===== config.mk =====
export PLATFORM = sky130hd
export DESIGN_NAME = sdma_sdp_ctrl
export DESIGN_NICKNAME = d
export VERILOG_FILES = /design/src/rtl/sdma_sdp_pkg.sv /design/src/rtl/sdma_sdp_tmcode_gen.sv /design/src/rtl/sdma_sdp_ctrl.sv
export SDC_FILE = /design/constraint.sdc
export NUM_CORES = 1
export LEC_CHECK = 0
export CORE_MARGIN = 8
export CORE_UTILIZATION = 42
export DETAILED_ROUTE_END_ITERATION = 12
export GPL_TIMING_DRIVEN = 0
export PLACE_DENSITY_LB_ADDON = 0.05
export SYNTH_ARGS = -nofsm -noshare
export SYNTH_HDL_FRONTEND = slang
export SYNTH_HIERARCHICAL = 1
export SYNTH_SLANG_ARGS = --single-unit

===== constraint.sdc =====
create_clock -name clk -period 2.15 [get_ports clk]
set_input_delay 0.3225 -clock clk [delete_from_list [all_inputs] [get_ports clk]]
set_output_delay 0.3225 -clock clk [all_outputs]
set_load 0.1 [all_outputs]

===== src/rtl/sdma_sdp_pkg.sv =====
// rtl/sdma_sdp_pkg.sv - shared types and constants for the SDP sequencer
package sdma_sdp_pkg;

  localparam int SDMA_SDP_DATA_W = 256;
  localparam int SDMA_SDP_NUM_W  = 16;

  // Datapath operating modes
  localparam logic [2:0] SDMA_SDP_MODE_BYPASS       = 3'd0;
  localparam logic [2:0] SDMA_SDP_MODE_AHB2CACHESEQ = 3'd1;
  localparam logic [2:0] SDMA_SDP_MODE_CACHE2AHBSEQ = 3'd2;
  localparam logic [2:0] SDMA_SDP_MODE_AHB2CACHERND = 3'd3;
  localparam logic [2:0] SDMA_SDP_MODE_CACHE2AHBRND = 3'd4;
  localparam logic [2:0] SDMA_SDP_MODE_FILL         = 3'd5;

  typedef enum logic [2:0] {
    SDP_IDLE,
    SDP_CFG,
    SDP_XFER,
    SDP_DRAIN,
    SDP_DONE
  } sdp_state_e;

endpackage


===== src/rtl/sdma_sdp_tmcode_gen.sv =====
// rtl/sdma_sdp_tmcode_gen.sv - thermometer code of min(remaining bytes, BYTES)
module sdma_sdp_tmcode_gen #(
  parameter int NUM_W = 16,
  parameter int BYTES = 32
) (
  input  logic [NUM_W-1:0] rem_i,
  output logic [BYTES-1:0] tmcode_o
);

  logic [NUM_W-1:0] fill;

  // Clamp to one beat worth of bytes, then set every lane below that count
  always_comb begin
    fill     = (rem_i > NUM_W'(BYTES)) ? NUM_W'(BYTES) : rem_i;
    tmcode_o = '0;
    for (int k = 0; k < BYTES; k++) begin
      tmcode_o[k] = (NUM_W'(k) < fill);
    end
  end

endmodule


===== src/rtl/sdma_sdp_ctrl.sv =====
// rtl/sdma_sdp_ctrl.sv - transfer sequencer for sdma_data_path (optional watchdog: SDMA_SDP_CTRL_WDT_EN)
module sdma_sdp_ctrl
  import sdma_sdp_pkg::*;
#(
  parameter int DATA_W  = SDMA_SDP_DATA_W,
  parameter int NUM_W   = SDMA_SDP_NUM_W,
  parameter int WDT_CYC = 1024
) (
  input  logic                clk,
  input  logic                rst,
  input  logic                i_cmd_vld,
  output logic                o_cmd_ready,
  input  logic [2:0]          i_cmd_mode,
  input  logic [NUM_W-1:0]    i_cmd_len,
  input  logic                i_abort,
  output logic                o_done,
  output logic                o_err,
  output logic                o_sdp_en,
  output logic                o_sdp_mode_vld,
  output logic [2:0]          o_sdp_mode,
  output logic                o_sdp_transfer_pending,
  output logic [NUM_W-1:0]    o_sdp_num_of_remain_bytes,
  output logic [DATA_W/8-1:0] o_sdp_num_of_remain_bytes_tmcode,
  input  logic                i_sdp_din_vld,
  input  logic                i_sdp_din_ready,
  input  logic                i_sdp_dout_section_done
);

  localparam int               BYTES   = DATA_W / 8;
  localparam logic [NUM_W-1:0] BYTES_N = NUM_W'(BYTES);

  sdp_state_e       state_q;
  logic             ready_q, done_q, err_q, en_q, mode_vld_q;
  logic [2:0]       mode_q;
  logic [NUM_W-1:0] rem_q;
  logic             beat;
  logic             wdt_hit;

  assign beat = i_sdp_din_vld & i_sdp_din_ready;

`ifdef SDMA_SDP_CTRL_WDT_EN
  localparam int WDT_W = (WDT_CYC > 2) ? $clog2(WDT_CYC) : 1;
  logic [WDT_W-1:0] wdt_q, wdt_d;
  logic             wdt_active;

  assign wdt_active = (state_q == SDP_XFER) || (state_q == SDP_DRAIN);
  assign wdt_hit    = wdt_active && (wdt_q == WDT_W'(WDT_CYC - 1));

  // Count idle cycles while waiting on the datapath; any progress restarts it
  always_comb begin
    wdt_d = '0;
    if (wdt_active && !beat && !i_sdp_dout_section_done) begin
      wdt_d = wdt_q + 1'b1;
    end
  end

  // Watchdog counter register
  always_ff @(posedge clk or posedge rst) begin
    if (rst) wdt_q <= '0;
    else     wdt_q <= wdt_d;
  end
`else
  logic unused_wdt;
  assign unused_wdt = |WDT_CYC;
  assign wdt_hit    = 1'b0;
`endif

  // Sequencer FSM with all handshake outputs registered
  always_ff @(posedge clk or posedge rst) begin
    if (rst) begin
      state_q    <= SDP_IDLE;
      ready_q    <= 1'b1;
      done_q     <= 1'b0;
      err_q      <= 1'b0;
      en_q       <= 1'b0;
      mode_vld_q <= 1'b0;
      mode_q     <= '0;
      rem_q      <= '0;
    end else begin
      mode_vld_q <= 1'b0;
      case (state_q)
        SDP_IDLE: begin
          if (i_cmd_vld) begin
            ready_q <= 1'b0;
            if (i_cmd_len == '0) begin
              // Empty command completes with error without touching the datapath
              state_q <= SDP_DONE;
              done_q  <= 1'b1;
              err_q   <= 1'b1;
            end else begin
              state_q    <= SDP_CFG;
              mode_q     <= i_cmd_mode;
              rem_q      <= i_cmd_len;
              mode_vld_q <= 1'b1;
              en_q       <= 1'b1;
            end
          end
        end
        SDP_CFG: begin
          if (i_abort) begin
            state_q <= SDP_DONE;
            done_q  <= 1'b1;
            err_q   <= 1'b1;
            en_q    <= 1'b0;
          end else begin
            state_q <= SDP_XFER;
          end
        end
        SDP_XFER: begin
          if (i_abort) begin
            state_q <= SDP_DONE;
            done_q  <= 1'b1;
            err_q   <= 1'b1;
            en_q    <= 1'b0;
          end else if (beat) begin
            if (rem_q > BYTES_N) begin
              rem_q <= rem_q - BYTES_N;
            end else begin
              rem_q   <= '0;
              state_q <= SDP_DRAIN;
            end
          end else if (wdt_hit) begin
            state_q <= SDP_DONE;
            done_q  <= 1'b1;
            err_q   <= 1'b1;
            en_q    <= 1'b0;
          end
        end
        SDP_DRAIN: begin
          if (i_abort || (wdt_hit && !i_sdp_dout_section_done)) begin
            state_q <= SDP_DONE;
            done_q  <= 1'b1;
            err_q   <= 1'b1;
            en_q    <= 1'b0;
          end else if (i_sdp_dout_section_done) begin
            state_q <= SDP_DONE;
            done_q  <= 1'b1;
            err_q   <= 1'b0;
            en_q    <= 1'b0;
          end
        end
        SDP_DONE: begin
          state_q <= SDP_IDLE;
          done_q  <= 1'b0;
          err_q   <= 1'b0;
          ready_q <= 1'b1;
        end
        default: begin
          state_q <= SDP_IDLE;
          ready_q <= 1'b1;
          done_q  <= 1'b0;
          err_q   <= 1'b0;
          en_q    <= 1'b0;
        end
      endcase
    end
  end

  sdma_sdp_tmcode_gen #(
    .NUM_W (NUM_W),
    .BYTES (BYTES)
  ) u_tmcode (
    .rem_i    (rem_q),
    .tmcode_o (o_sdp_num_of_remain_bytes_tmcode)
  );

  assign o_cmd_ready               = ready_q;
  assign o_done                    = done_q;
  assign o_err                     = err_q;
  assign o_sdp_en                  = en_q;
  assign o_sdp_mode_vld            = mode_vld_q;
  assign o_sdp_mode                = mode_q;
  assign o_sdp_num_of_remain_bytes = rem_q;
  assign o_sdp_transfer_pending    = (state_q == SDP_XFER) && (rem_q > BYTES_N);

endmodule


==> run metrics <==
status=complete, but fails checks; failing checks=negative setup slack; multiplexer share of the synthesized area=1.84%; critical path peak fanout=5; Post-Synth Adder-Cell Area=0.680%; Skew-Pair Late Insertion Delay=0.29 ns; Hold WC Path Type=reg2reg; final hold violation count=0; Synth area leader=dfrtp_1; initial antenna violation count=0; Synth Area per Inst=8.32 µm²; Highest Clock Rate=384 MHz; clk slew on worst S/H paths=0.10 ns; final WL=9650 µm; post-synthesis compound-gate area fraction=26.5%; Final Setup Violations=36; top-area cell type share of the netlist area=35.4%; dpl ws=-1.25 ns; Die Width=82.2 µm; Num Clock Sinks=27; worst r2r src=o_sdp_num_of_remain_bytes[12]$_DFFE_PP0P_; post-synth cell types=54; Synth warnings=6; total gr overflow=0; Post-synth top cells=26 x dfrtp_1, 26 x nand2_1, 24 x o21ai_1, 19 x nor2_1, 14 x a22o_1; static leakage=1.56 nW; number of routed nets with antenna violations=0; dpl hpwl=4790 µm; Gate Count Post-Synth=221; worst hold start=o_sdp_en$_DFFE_PP0P_; Power Density=1500 nW/µm²; DRC=0; Net Count, Synth=248; fin nets=356; htree depth=1; main combinational cell family by area after synthesis=simple AND/OR/NAND/NOR gates; fin area=3870 µm²; Die Ht=82.2 µm; Avg Vias per Cell=6.58; WHS Path Cells=1; Iteration-0 DRC Markers=221; n_diodes=0; vias in the first global route=2398; Area growth, synth to finish=110%; IO Pins=83; CP Launch Type=flop; placed instance area=3090 µm²; Simple-Gate Fraction of Synth Area=27.9%; synthesized flop and latch total=27; post-synthesis xor/xnor area fraction=0%; WS Path Type=reg2out; vias=2501; Worst EP required=1.83 ns; Buffers on Ports=82; Core Box Area=4290 µm²; effective utilization at floorplan=42.8%; Clock Skew=0.0169 ns; Routability Congestion=0.849; RSZ-0062 raised after global routing=yes; share of layout cells above drive strength 1=45.4%; pin slew with the least headroom to its limit=1.12 ns; peak supply drop=0.00100 V; CP Capture Type=primary output; Synth Cell Area=1840 µm²; largest net degree at the start of global routing=28; CTS tree=built; WL per Instance=25.4 µm; root buf cell=clkbuf_8; Final min period=2.60 ns; FFs w/ async S/R, synth=100%; first-pass GRT wire length=12100 µm; Post-synth top flop=dfrtp_1; worst hold path endpoint=o_sdp_en$_DFFE_PP0P_; leading post-synthesis cells by cell area=dfrtp_1 35%, a22o_1 6.7%, o21ai_1 6.5%; CTS Buf Count=3; Seq/Total Area, Yosys=36.8%; count of pins over their slew limit=0; cells on worst reg2reg path=8; setup ws final=-0.453 ns; DRT Pass-1 Iters=5; FP Rows=24; fin crit share=121%; max cap viols=0; die area=6750 µm²; R2R Path End=o_sdp_num_of_remain_bytes[14]$_DFFE_PP0P_; Rel. slew slack=25.1%; Longest Clk Path Bufs=2; number of flops mapped to enable cells by yosys=0; crit path DAT=2.28 ns; Total GRT Usage=22.8%; R2R Setup Slk=-0.11 ns
[registers in the layout, summed over array words and instances (netlist names)]
name                       cells
o_cmd_ready                    1
o_done                         1
o_err                          1
o_sdp_en                       1
o_sdp_mode                     3
o_sdp_mode_vld                 1
o_sdp_num_of_remain_bytes     16
state_q                        3
[final cells by class]
cell class	count	area (µm²)
inverter	8	53.8
fill	175	424
multi-input combinational	169	1500
clock buffer	4	45.0
timing repair buffer	105	1390
buffer	15	115
tap	52	65.1
sequential	27	703
[where the power goes]
group / leakage (nW) / internal, mW / total, mW / switching [mW]
Sequential: 0.312 / 0.797 / 1.13 / 0.329
Combinational: 1.23 / 1.13 / 4.36 / 3.23
Clock: 0.0228 / 0.134 / 0.305 / 0.172
[worst max-delay path, cell delays in order, from the launching register on]
cell and delay (ns):
dfrtp_4 0.50, or4_4 0.57, nor3_4 0.29, buf_6 0.16, buf_16 0.17, o21ai_4 0.09, buf_12 0.20
[stage by stage]
stage	std cells	TNS (ns)	util, %	hold slack [ns]	power (mW)
after floorplan	221	-11.12	-	0.374	4.05
after global placement	355	-37.02	71.9	0.463	4.87
after detailed placement	355	-37.45	71.9	0.482	4.91
after CTS	369	-9.49	83.3	0.505	5.25
after global routing	380	-14.49	90.1	0.517	5.99
final	380	-13.53	90.1	0.499	5.79
[worst max-delay path by stage]
stage	startpoint	to	cells after the start
2_1_floorplan	o_sdp_num_of_remain_bytes[14]$_DFFE_PP0P_	o_sdp_num_of_remain_bytes_tmcode[0]	3
3_3_place_gp	o_sdp_num_of_remain_bytes[14]$_DFFE_PP0P_	o_sdp_num_of_remain_bytes_tmcode[15]	4
3_5_place_dp	o_sdp_num_of_remain_bytes[14]$_DFFE_PP0P_	o_sdp_num_of_remain_bytes_tmcode[15]	4
4_1_cts	o_sdp_num_of_remain_bytes[12]$_DFFE_PP0P_	o_sdp_num_of_remain_bytes_tmcode[16]	6
5_1_grt	o_sdp_num_of_remain_bytes[12]$_DFFE_PP0P_	o_sdp_num_of_remain_bytes_tmcode[4]	6
6_report	o_sdp_num_of_remain_bytes[12]$_DFFE_PP0P_	o_sdp_num_of_remain_bytes_tmcode[16]	6
[cells by family (layout without fill, tap and decap cells)]
family / after synthesis / after routing
AND/OR/NAND/NOR: 94 / 94
AO/OA/AOI/OAI: 71 / 71
flip-flops: 27 / 27
buffers and inverters: 25 / 132
multiplexers: 3 / 3
adder cells (fa/ha/maj): 1 / 1
[repair_timing]
item | in CTS | in global routing
endpoints found under the setup margin | 55 | 48
buffers inserted | 8 | 12
gates resized for setup | 316 | 45
pin swaps | 4 | 7
hold buffers | 0 | 0
gates cloned | 2 | 1
hold endpoints to repair | 0 | 0
[cells in the final DEF, fill, tap and decap left out, types with 3 or more instances in the layout]
cell	n
buf_6	7
or3_1	4
nand3_4	5
nor4_4	3
o21ai_1	7
nor4_2	5
clkbuf_8	3
buf_12	34
o21ai_0	5
o31ai_1	5
dfrtp_4	3
nor3_1	3
o21ai_4	15
dlygate4sd2_1	15
buf_2	3
dfrtp_2	12
dfrtp_1	11
o21ai_2	3
clkbuf_1	7
mux2_2	3
nand3_1	3
buf_4	14
nor3_4	3
nor2_1	18
clkdlybuf4s50_1	32
nand2_8	3
inv_1	4
buf_8	3
nand2_1	18
a22o_1	14
a21oi_1	6
nand2_4	4
[layer usage]
metal	GRT usage, %	share of wire [%]	vias to the layer above
li1	-	-	1037
met1	25.4	34	1210
met2	41.4	49	187
met3	6.39	9.1	67
met4	6.67	7.7	0
met5	0	0	-
Note: power is estimated with default switching activity, not from simulation.
